===== src/rtl/motor_ramp_sched.sv =====
`default_nettype none
// ============================================================================
//  Module      : motor_ramp_sched
//  Description : Slew-rate scheduler feeding the motor controller. Latches
//                a signed target pair through a valid/ready handshake and
//                ramps each channel toward its target by at most STEP per
//                prescaled tick. A direction reversal ramps to zero, holds
//                zero for DWELL_TICKS ticks, then ramps on. estop forces
//                everything to zero.
//  Ports       : clk, rst        - clock, asynchronous active-high reset
//                tgt_lft/tgt_rht - signed 11-bit targets
//                tgt_vld/tgt_rdy - target handshake
//                estop           - synchronous emergency stop (level)
//                lft/rht         - signed 11-bit speed commands
//                busy            - some channel not settled at its target
//  Revision    : 1.0 - initial release
// ============================================================================
module motor_ramp_sched #(
    parameter int STEP        = 32,
    parameter int TICK_DIV    = 50000,
    parameter int DWELL_TICKS = 8
) (
    input  logic               clk,
    input  logic               rst,
    input  logic signed [10:0] tgt_lft,
    input  logic signed [10:0] tgt_rht,
    input  logic               tgt_vld,
    output logic               tgt_rdy,
    input  logic               estop,
    output logic signed [10:0] lft,
    output logic signed [10:0] rht,
    output logic               busy
);

    localparam int c_pre_w = (TICK_DIV > 1) ? $clog2(TICK_DIV) : 1;
    localparam int c_dcnt_w = (DWELL_TICKS > 0) ? $clog2(DWELL_TICKS + 1) : 1;

    localparam logic [1:0] c_st_idle  = 2'd0;
    localparam logic [1:0] c_st_ramp  = 2'd1;
    localparam logic [1:0] c_st_dwell = 2'd2;

    localparam logic signed [10:0] c_neg_full = 11'sh400;  // -1024
    localparam logic signed [10:0] c_neg_lim  = 11'sh401;  // -1023
    localparam logic [11:0]        c_step12   = 12'(STEP);
    localparam logic signed [10:0] c_step11   = 11'(STEP);

    logic [c_pre_w-1:0] r_pre;
    logic               w_tick;
    logic               w_accept;
    logic               r_rdy;
    logic               r_busy;
    logic [1:0][10:0]   w_cur;
    logic [1:0]         w_busy_nxt;

    assign w_tick   = (r_pre == c_pre_w'(TICK_DIV - 1));
    // Ready is the registered copy of ~estop, so acceptance follows what
    // the upstream side actually observes on tgt_rdy.
    assign w_accept = tgt_vld & r_rdy & ~estop;

    always_ff @(posedge clk or posedge rst) begin
        if (rst) begin
            r_pre <= '0;
        end else if (estop || w_tick) begin
            r_pre <= '0;
        end else begin
            r_pre <= r_pre + c_pre_w'(1);
        end
    end

    for (genvar g = 0; g < 2; g++) begin : g_ch
        logic signed [10:0]  w_tgt_in;
        logic signed [10:0]  w_tgt_clamped;
        logic signed [10:0]  w_tgt_nxt;
        logic signed [10:0]  w_goal;
        logic signed [10:0]  w_stepped;
        logic signed [10:0]  w_cur_nxt;
        logic signed [11:0]  w_diff;
        logic [11:0]         w_mag;
        logic                w_rev;
        logic [1:0]          w_st_nxt;
        logic [c_dcnt_w-1:0] w_dcnt_nxt;
        logic [1:0]          r_st;
        logic signed [10:0]  r_cur;
        logic signed [10:0]  r_tgt;
        logic [c_dcnt_w-1:0] r_dcnt;

        assign w_tgt_in      = (g == 0) ? tgt_lft : tgt_rht;
        // -1024 has no positive mirror; clamping keeps the range symmetric.
        assign w_tgt_clamped = (w_tgt_in == c_neg_full) ? c_neg_lim : w_tgt_in;
        assign w_tgt_nxt     = w_accept ? w_tgt_clamped : r_tgt;

        // Opposite nonzero signs: head for zero first.
        assign w_rev  = (r_cur != '0) && (r_tgt != '0) && (r_cur[10] != r_tgt[10]);
        assign w_goal = w_rev ? '0 : r_tgt;
        // Sign-extended 12-bit difference: both operands lie within
        // [-1023, 1023], so the result never overflows.
        assign w_diff = {w_goal[10], w_goal} - {r_cur[10], r_cur};
        assign w_mag  = w_diff[11] ? 12'(-w_diff) : w_diff;

        always_comb begin
            if (w_mag <= c_step12) begin
                w_stepped = w_goal;
            end else if (w_diff[11]) begin
                w_stepped = r_cur - c_step11;
            end else begin
                w_stepped = r_cur + c_step11;
            end
        end

        always_comb begin
            w_st_nxt   = r_st;
            w_cur_nxt  = r_cur;
            w_dcnt_nxt = r_dcnt;
            if (w_tick) begin
                case (r_st)
                    c_st_idle: begin
                        if (r_tgt != r_cur) begin
                            w_st_nxt = c_st_ramp;
                        end
                    end
                    c_st_ramp: begin
                        w_cur_nxt = w_stepped;
                        if (w_rev && (w_stepped == '0)) begin
                            // Zero reached on the way through a reversal.
                            if (DWELL_TICKS > 0) begin
                                w_st_nxt   = c_st_dwell;
                                w_dcnt_nxt = c_dcnt_w'(DWELL_TICKS);
                            end
                        end else if (w_stepped == r_tgt) begin
                            w_st_nxt = c_st_idle;
                        end
                    end
                    c_st_dwell: begin
                        w_dcnt_nxt = r_dcnt - c_dcnt_w'(1);
                        if (r_dcnt == c_dcnt_w'(1)) begin
                            w_st_nxt = c_st_ramp;
                        end
                    end
                    default: begin
                        w_st_nxt = c_st_idle;
                    end
                endcase
            end
        end

        always_ff @(posedge clk or posedge rst) begin
            if (rst) begin
                r_st   <= c_st_idle;
                r_cur  <= '0;
                r_tgt  <= '0;
                r_dcnt <= '0;
            end else if (estop) begin
                r_st   <= c_st_idle;
                r_cur  <= '0;
                r_tgt  <= '0;
                r_dcnt <= '0;
            end else begin
                r_st   <= w_st_nxt;
                r_cur  <= w_cur_nxt;
                r_tgt  <= w_tgt_nxt;
                r_dcnt <= w_dcnt_nxt;
            end
        end

        assign w_cur[g]      = r_cur;
        assign w_busy_nxt[g] = (w_st_nxt != c_st_idle) || (w_cur_nxt != w_tgt_nxt);
    end

    always_ff @(posedge clk or posedge rst) begin
        if (rst) begin
            r_rdy  <= 1'b1;
            r_busy <= 1'b0;
        end else begin
            r_rdy  <= ~estop;
            r_busy <= ~estop & (|w_busy_nxt);
        end
    end

    assign tgt_rdy = r_rdy;
    assign busy    = r_busy;
    assign lft     = w_cur[0];
    assign rht     = w_cur[1];

endmodule
`default_nettype wire


===== config.mk =====
export PLATFORM = sky130hd
export DESIGN_NAME = motor_ramp_sched
export DESIGN_NICKNAME = d
export VERILOG_FILES = /design/src/rtl/motor_ramp_sched.sv
export SDC_FILE = /design/constraint.sdc
export NUM_CORES = 1
export LEC_CHECK = 0
export CAP_MARGIN = 20
export CORE_MARGIN = 2
export CORE_UTILIZATION = 60
export DETAILED_ROUTE_END_ITERATION = 10
export HOLD_SLACK_MARGIN = 0.05
export PLACE_DENSITY = 0.91
export SETUP_SLACK_MARGIN = 0.2
export SYNTH_ARGS = -nofsm -noshare
export SYNTH_HDL_FRONTEND = slang
export SYNTH_SLANG_ARGS = --single-unit

===== constraint.sdc =====
create_clock -name clk -period 6.3 [get_ports clk]
set_input_delay 1.26 -clock clk [delete_from_list [all_inputs] [get_ports clk]]
set_output_delay 1.26 -clock clk [all_outputs]
set_load 0.02 [all_outputs]

=== Yosys cells after proc, flatten, opt, wreduce, memory -nomap -nowiden ===
Index checks and enable logic that the tools add are counted.

* Register bits: 74
* Memories: 0
* Logic and storage cells: 115
* Bits in read-only memories: 0
* Bits in latches: 0
* Output and inout port bits: 24
* RAM bits: 0
* Input bits: 26

* $add $sub $neg: 11
* Eq/ne operators: 19
* Order comparisons: 2
* Reductions and logical operators: 25
* Multiplexer cells: 43
* Multiply operators: 0
* Div/mod/pow operators: 0
* Bitwise operators: 4
* Shift operators: 0

{| class="wikitable"
|+ Operators by type and width
! cell !! count
|-
| $mux W11 || 18
|-
| $ne A11 B11 Y1 || 4
|-
| $reduce_bool A11 Y1 || 4
|-
| $le A12 B6 Y1 const B || 2
|-
| $mux W12 || 2
|-
| $mux W2 || 12
|-
| $mux W4 || 6
|-
| $neg A12 Y12 || 2
|-
| $sub A11 B11 Y12 || 2
|-
| $add A11 B7 Y11 const B || 2
|-
| $eq A11 B11 Y1 || 2
|-
| $eq A11 B11 Y1 const B || 2
|-
| $logic_not A11 Y1 || 2
|-
| $sub A11 B7 Y11 const B || 2
|-
| $add A16 B1 Y16 const B || 1
|-
| $eq A16 B16 Y1 const B || 1
|-
| $mux W16 || 1
|-
| $pmux W4 S2 || 2
|-
| $pmux W2 S3 || 2
|-
| $eq A4 B1 Y1 const B || 2
|-
| $sub A4 B1 Y4 const B || 2
|-
| $logic_and A1 B1 Y1 || 6
|-
| $ne A3 B3 Y1 const B || 2
|-
| $reduce_and A3 Y1 || 2
|-
| other kinds (10) || 21
|}

=== Depth between registers and ports, before layout ===
* Word-level depth: 18
* Depth in mapped cells: 29
* Depth with buffers taken out: 26

=== Least setup slack after synthesis ===
Ideal clock, no wire load.

* Kind: register -> register
* Start: register g_ch[0].r_cur[5] (netlist: lft[5])
* End: register r_busy (netlist: busy)
* Stages on the path, launching flop included: 27
* Arrival: 5,392 ps
* Buffers on the path: 3
* Period minus slack after synthesis: 5,534 ps
* Setup time: 142 ps
* Required time: 6,158 ps
* Slack: 766 ps
* Cells stage by stage: dfrtp_1 clkbuf_1 nor4_1 a41o_1 clkbuf_1 and2_1 ha_1 clkbuf_2 o211ai_1 nand2b_1 o41ai_4 o32ai_2 inv_1 ha_1 a21o_1 a21oi_1 o21bai_1 a21oi_1 xnor2_1 xnor2_1 or4b_1 o21ba_2 a31oi_1 nand4_1 nor3_1 and4b_1 a41oi_2

* Longest elaborated chain between the ends: 18
* Elaborated cells between the ends (all ways): 28
* Classes of those cells: 4 x add/sub; 1 x order compare; 3 x eq/ne; 11 x mux; 1 x bitwise; 8 x reduce/logical

{| class="wikitable"
|+ Ends and longest elaborated chain
! what !! RTL line !! RTL
|-
| from (decl) || 83 || <nowiki>logic signed [10:0] r_cur;</nowiki>
|-
| from (signal assigned) || 159 || <nowiki>r_cur <= w_cur_nxt;</nowiki>
|-
| $reduce_bool A11 Y1 || 93 || <nowiki>assign w_rev = (r_cur != '0) && (r_tgt != '0) && (r_cur[10] != r_tgt[10]);</nowiki>
|-
| $logic_and A1 B1 Y1 (2 in series) || 93 ||
|-
| $mux W11 || 94 || <nowiki>assign w_goal = w_rev ? '0 : r_tgt;</nowiki>
|-
| $sub A11 B11 Y12 || 97 || <nowiki>assign w_diff = {w_goal[10], w_goal} - {r_cur[10], r_cur};</nowiki>
|-
| $neg A12 Y12 || 98 || <nowiki>assign w_mag = w_diff[11] ? 12'(-w_diff) : w_diff;</nowiki>
|-
| $mux W12 || 98 ||
|-
| $le A12 B6 Y1 || 101 || <nowiki>if (w_mag <= c_step12) begin</nowiki>
|-
| $mux W11 || 101 ||
|-
| $eq A11 B11 Y1 or $logic_not A11 Y1 (tied branches) || 129, 123 ||
|-
| $mux W2 or $logic_and A1 B1 Y1 (tied branches) || 129, 123 ||
|-
| $mux W2 || 123 || <nowiki>if (w_rev && (w_stepped == '0)) begin</nowiki>
|-
| $pmux W2 S3 || 115 || <nowiki>case (r_st)</nowiki>
|-
| $mux W2 || 114 || <nowiki>if (w_tick) begin</nowiki>
|-
| $reduce_bool A2 Y1 || 166 || <nowiki>assign w_busy_nxt[g] = (w_st_nxt != c_st_idle) || (w_cur_nxt != w_tgt_nxt);</nowiki>
|-
| $logic_or A1 B1 Y1 * || 166 ||
|-
| $reduce_or A2 Y1 * || 175 || <nowiki>r_busy <= ~estop & (|w_busy_nxt);</nowiki>
|-
| $and A1 B1 Y1 * || 175 ||
|-
| to (signal assigned) || 175 ||
|-
| to (decl) || 51 || <nowiki>logic r_busy;</nowiki>
|}

Mark *: on every way between the ends. The rest lies on a longest branch, timed or not.
A chain may end at the register's enable or synchronous reset.

=== Worst setup path in the final report ===
Same ends and word-level chain as after synthesis.

==> results_dict.tcl <==
set metrics [dict create \
    status "complete, no violations" \
    antenna_found_initial 0 \
    synth_ff_type "dfrtp_1" \
    synth_area_um2 6650 \
    globalplace.congestion 0.961 \
    holdWs_ps 464 \
    synth_area_leader_cell "dfrtp_1" \
    initial_utilization 0.614 \
    wire_per_inst_um 17.8 \
    seq_area_frac_synth 0.279 \
    port_buffers 49 \
    start_kind "flip-flop" \
    path_clk_slew_ps 90 \
    cts_buffer_depth 2 \
    ctsHoldBuffers 0 \
    yosys_warnings 0 \
    p_per_area_nw_per_um2 171 \
    timing.setup.tns_ps 0 \
    cts_made_buffers 9 \
    dr.pass1.iters 5 \
    tightest_slew_ps 832 \
    synth_area_leaders "dfrtp_1 (27%), ha_1 (6.6%), xnor2_1 (5.8%), nor2_1 (5.8%), mux2i_1 (5.7%)" \
    track_usage 0.290 \
    required_ps 6520 \
    grt_first_pass_wirelength_mm 27.3 \
    syn2layout_area_growth_pct 13.0 \
    cts_tree "built" \
    avgSynthCellArea_um2 8.56 \
    yosysTopAreaCellShare 0.275 \
    setup_viol 0 \
    insertion_delay_ps 370 \
    coreArea_um2 10800 \
    h-tree-depth 3 \
    arrival_ps 5930 \
    die_x_um 109 \
    power_leakage_uw 0.00346 \
    synth-seq-cells 74 \
    maxCapViolations 0 \
    cp-end-kind "flip-flop" \
    drtIter0Drc 455 \
    synth_nets 842 \
    max_slew_margin 0.437 \
    holdCritPathClass "reg2reg" \
    ys_types 92 \
    boundaryPins 50 \
    async_flop_share 1.00 \
    grt-ovfl-total 0 \
    finalHoldViolCount 0 \
    finalClockSkew_ps 15.8 \
    syn_inst 777 \
    path_max_fanout 14 \
    cts.root.buffer_cell "clkbuf_8" \
    post-route-period-util 0.906 \
    yosysMostFrequentCell "nor2_1" \
    grt_pass1_vias 5748 \
    max_freq_mhz 175 \
    finalWirelength_mm 17.3 \
    period_minus_slack_ps 5710 \
    rows 38 \
    cts.sinks 74 \
    drc_errors 0 \
    die_y_um 109 \
    final_nets 888 \
    ir_worst_vdd_v 0.0000960 \
    viasPerCell 6.33 \
    drive_gt1_frac 0.0761 \
    num_vias 6128 \
    synth_edf_count 0 \
    grt_max_degree 57 \
    synthTopCellsByCount "nor2_1 (102), dfrtp_1 (73), inv_1 (51)" \
    n_antenna_cell 0 \
    hpwl_mm 12.7 \
    path_class "reg2reg" \
    slew_violations 0 \
    die_area_um2 11900 \
    rsz0062_at_grt "no" \
    final_antenna_net_count 0 \
]
[worst paths after layout]
kind                                     from                          to  slack, ps  cells past startpoint
min in group asynchronous                 rst  g_ch[0].r_tgt[7]$_DFF_PP0_       1200                      2
max                          lft[5]$_DFF_PP0_              busy$_DFF_PP0_        590                     23
min reg2reg                r_pre[0]$_DFF_PP0_          r_pre[0]$_DFF_PP0_        460                      1
min                        r_pre[0]$_DFF_PP0_          r_pre[0]$_DFF_PP0_        460                      1
max reg2reg                  lft[5]$_DFF_PP0_              busy$_DFF_PP0_        590                     23
max in group asynchronous                 rst  g_ch[1].r_tgt[5]$_DFF_PP0_       4030                      3
[metal layers]
layer,track usage,wire (um),vias to the layer above
met4,0.129,631,0
li1,-,-,2878
met5,0,0,-
met2,0.484,8160,273
met1,0.376,7270,2909
met3,0.0421,1200,68
[cells by family (layout without fill, tap and decap cells)]
logic type,after synthesis,after routing,synth area share
AO/OA/AOI/OAI,152,152,0.173
AND/OR/NAND/NOR,305,305,0.236
buffers and inverters,74,125,0.0425
flip-flops,74,74,0.279
adder cells (fa/ha/maj),39,39,0.0779
multiplexers,42,42,0.0651
XOR/XNOR,91,91,0.127
[cell type report]
cell class,count,area [um2]
Clock inverter,5,62.6
Tap cell,140,175
Timing Repair Buffer,58,553
Multi-Input combinational cell,629,4540
Sequential cell,74,1850
Clock buffer,11,141
Fill cell,809,3320
Inverter,51,191
[what timing repair did]
item | 4_1_cts | 5_1_grt
setup buffers | 0 | 2
resized for setup | 0 | 4
endpoints found under the hold margin | 0 | 0
endpoints found under the setup margin | 0 | 1
[critical path, cell delays in order, from the launching register on]
cell,delay (ps)
dfrtp_1,480
nor4_1,290
a41o_2,370
and2_1,190
ha_1,280
o21ai_2,210
a21oi_4,80
o41ai_4,440
o32ai_2,130
inv_1,140
ha_1,250
a21o_1,180
a21oi_1,230
o21bai_1,90
a21oi_1,190
xnor2_1,150
xnor2_1,140
or4b_1,520
o21ba_2,230
a31oi_1,290
nand4_1,130
nor3_1,160
and4b_1,250
a41oi_2,110
[power by group]
part	switching (uW)	internal (uW)	leakage (uW)
Sequential	12.9	484	0.00102
Combinational	229	167	0.00235
Clock	195	196	0.0000962
[flip-flops by register name, indices dropped and copies added, names as in the netlist]
| name | cells |
|---|---|
| tgt_rdy | 1 |
| busy | 1 |
| g_ch.r_dcnt | 8 |
| g_ch.r_st | 4 |
| g_ch.r_tgt | 22 |
| rht | 11 |
| lft | 11 |
| r_pre | 16 |
[stage by stage]
step / power (uW) / utilization / std cells / setup slack (ps) / instance area, um2
final: 1290 / 0.693 / 968 / 593 / 7520
after global routing: 1340 / 0.693 / 968 / 241 / 7520
after CTS: 1270 / 0.690 / 966 / 461 / 7480
after detailed placement: 884 / 0.671 / 950 / 528 / 7270
after global placement: 876 / 0.671 / 950 / 602 / 7270
after floorplan: 795 / - / 777 / 766 / 6650
[layout by cell type (no fill, tap or decap), drive strengths merged, types with 5 or more instances in the layout]
master,synthesis,final
a211o,5,5
a211oi,8,8
a21o,13,13
a21oi,30,30
a31oi,10,10
and2,21,21
and3,9,9
buf,4,10
clkbuf,19,11
clkdlybuf4s50,0,48
dfrtp,73,73
ha,35,35
inv,51,52
mux2i,38,38
nand2,43,43
nand2b,10,10
nand3,25,25
nand4,17,17
nor2,103,103
nor2b,7,7
nor3,28,28
nor4,16,16
o21a,8,8
o21ai,22,22
xnor2,46,46
xor2,43,43
No activity file was read; power rests on OpenSTA's default activity.
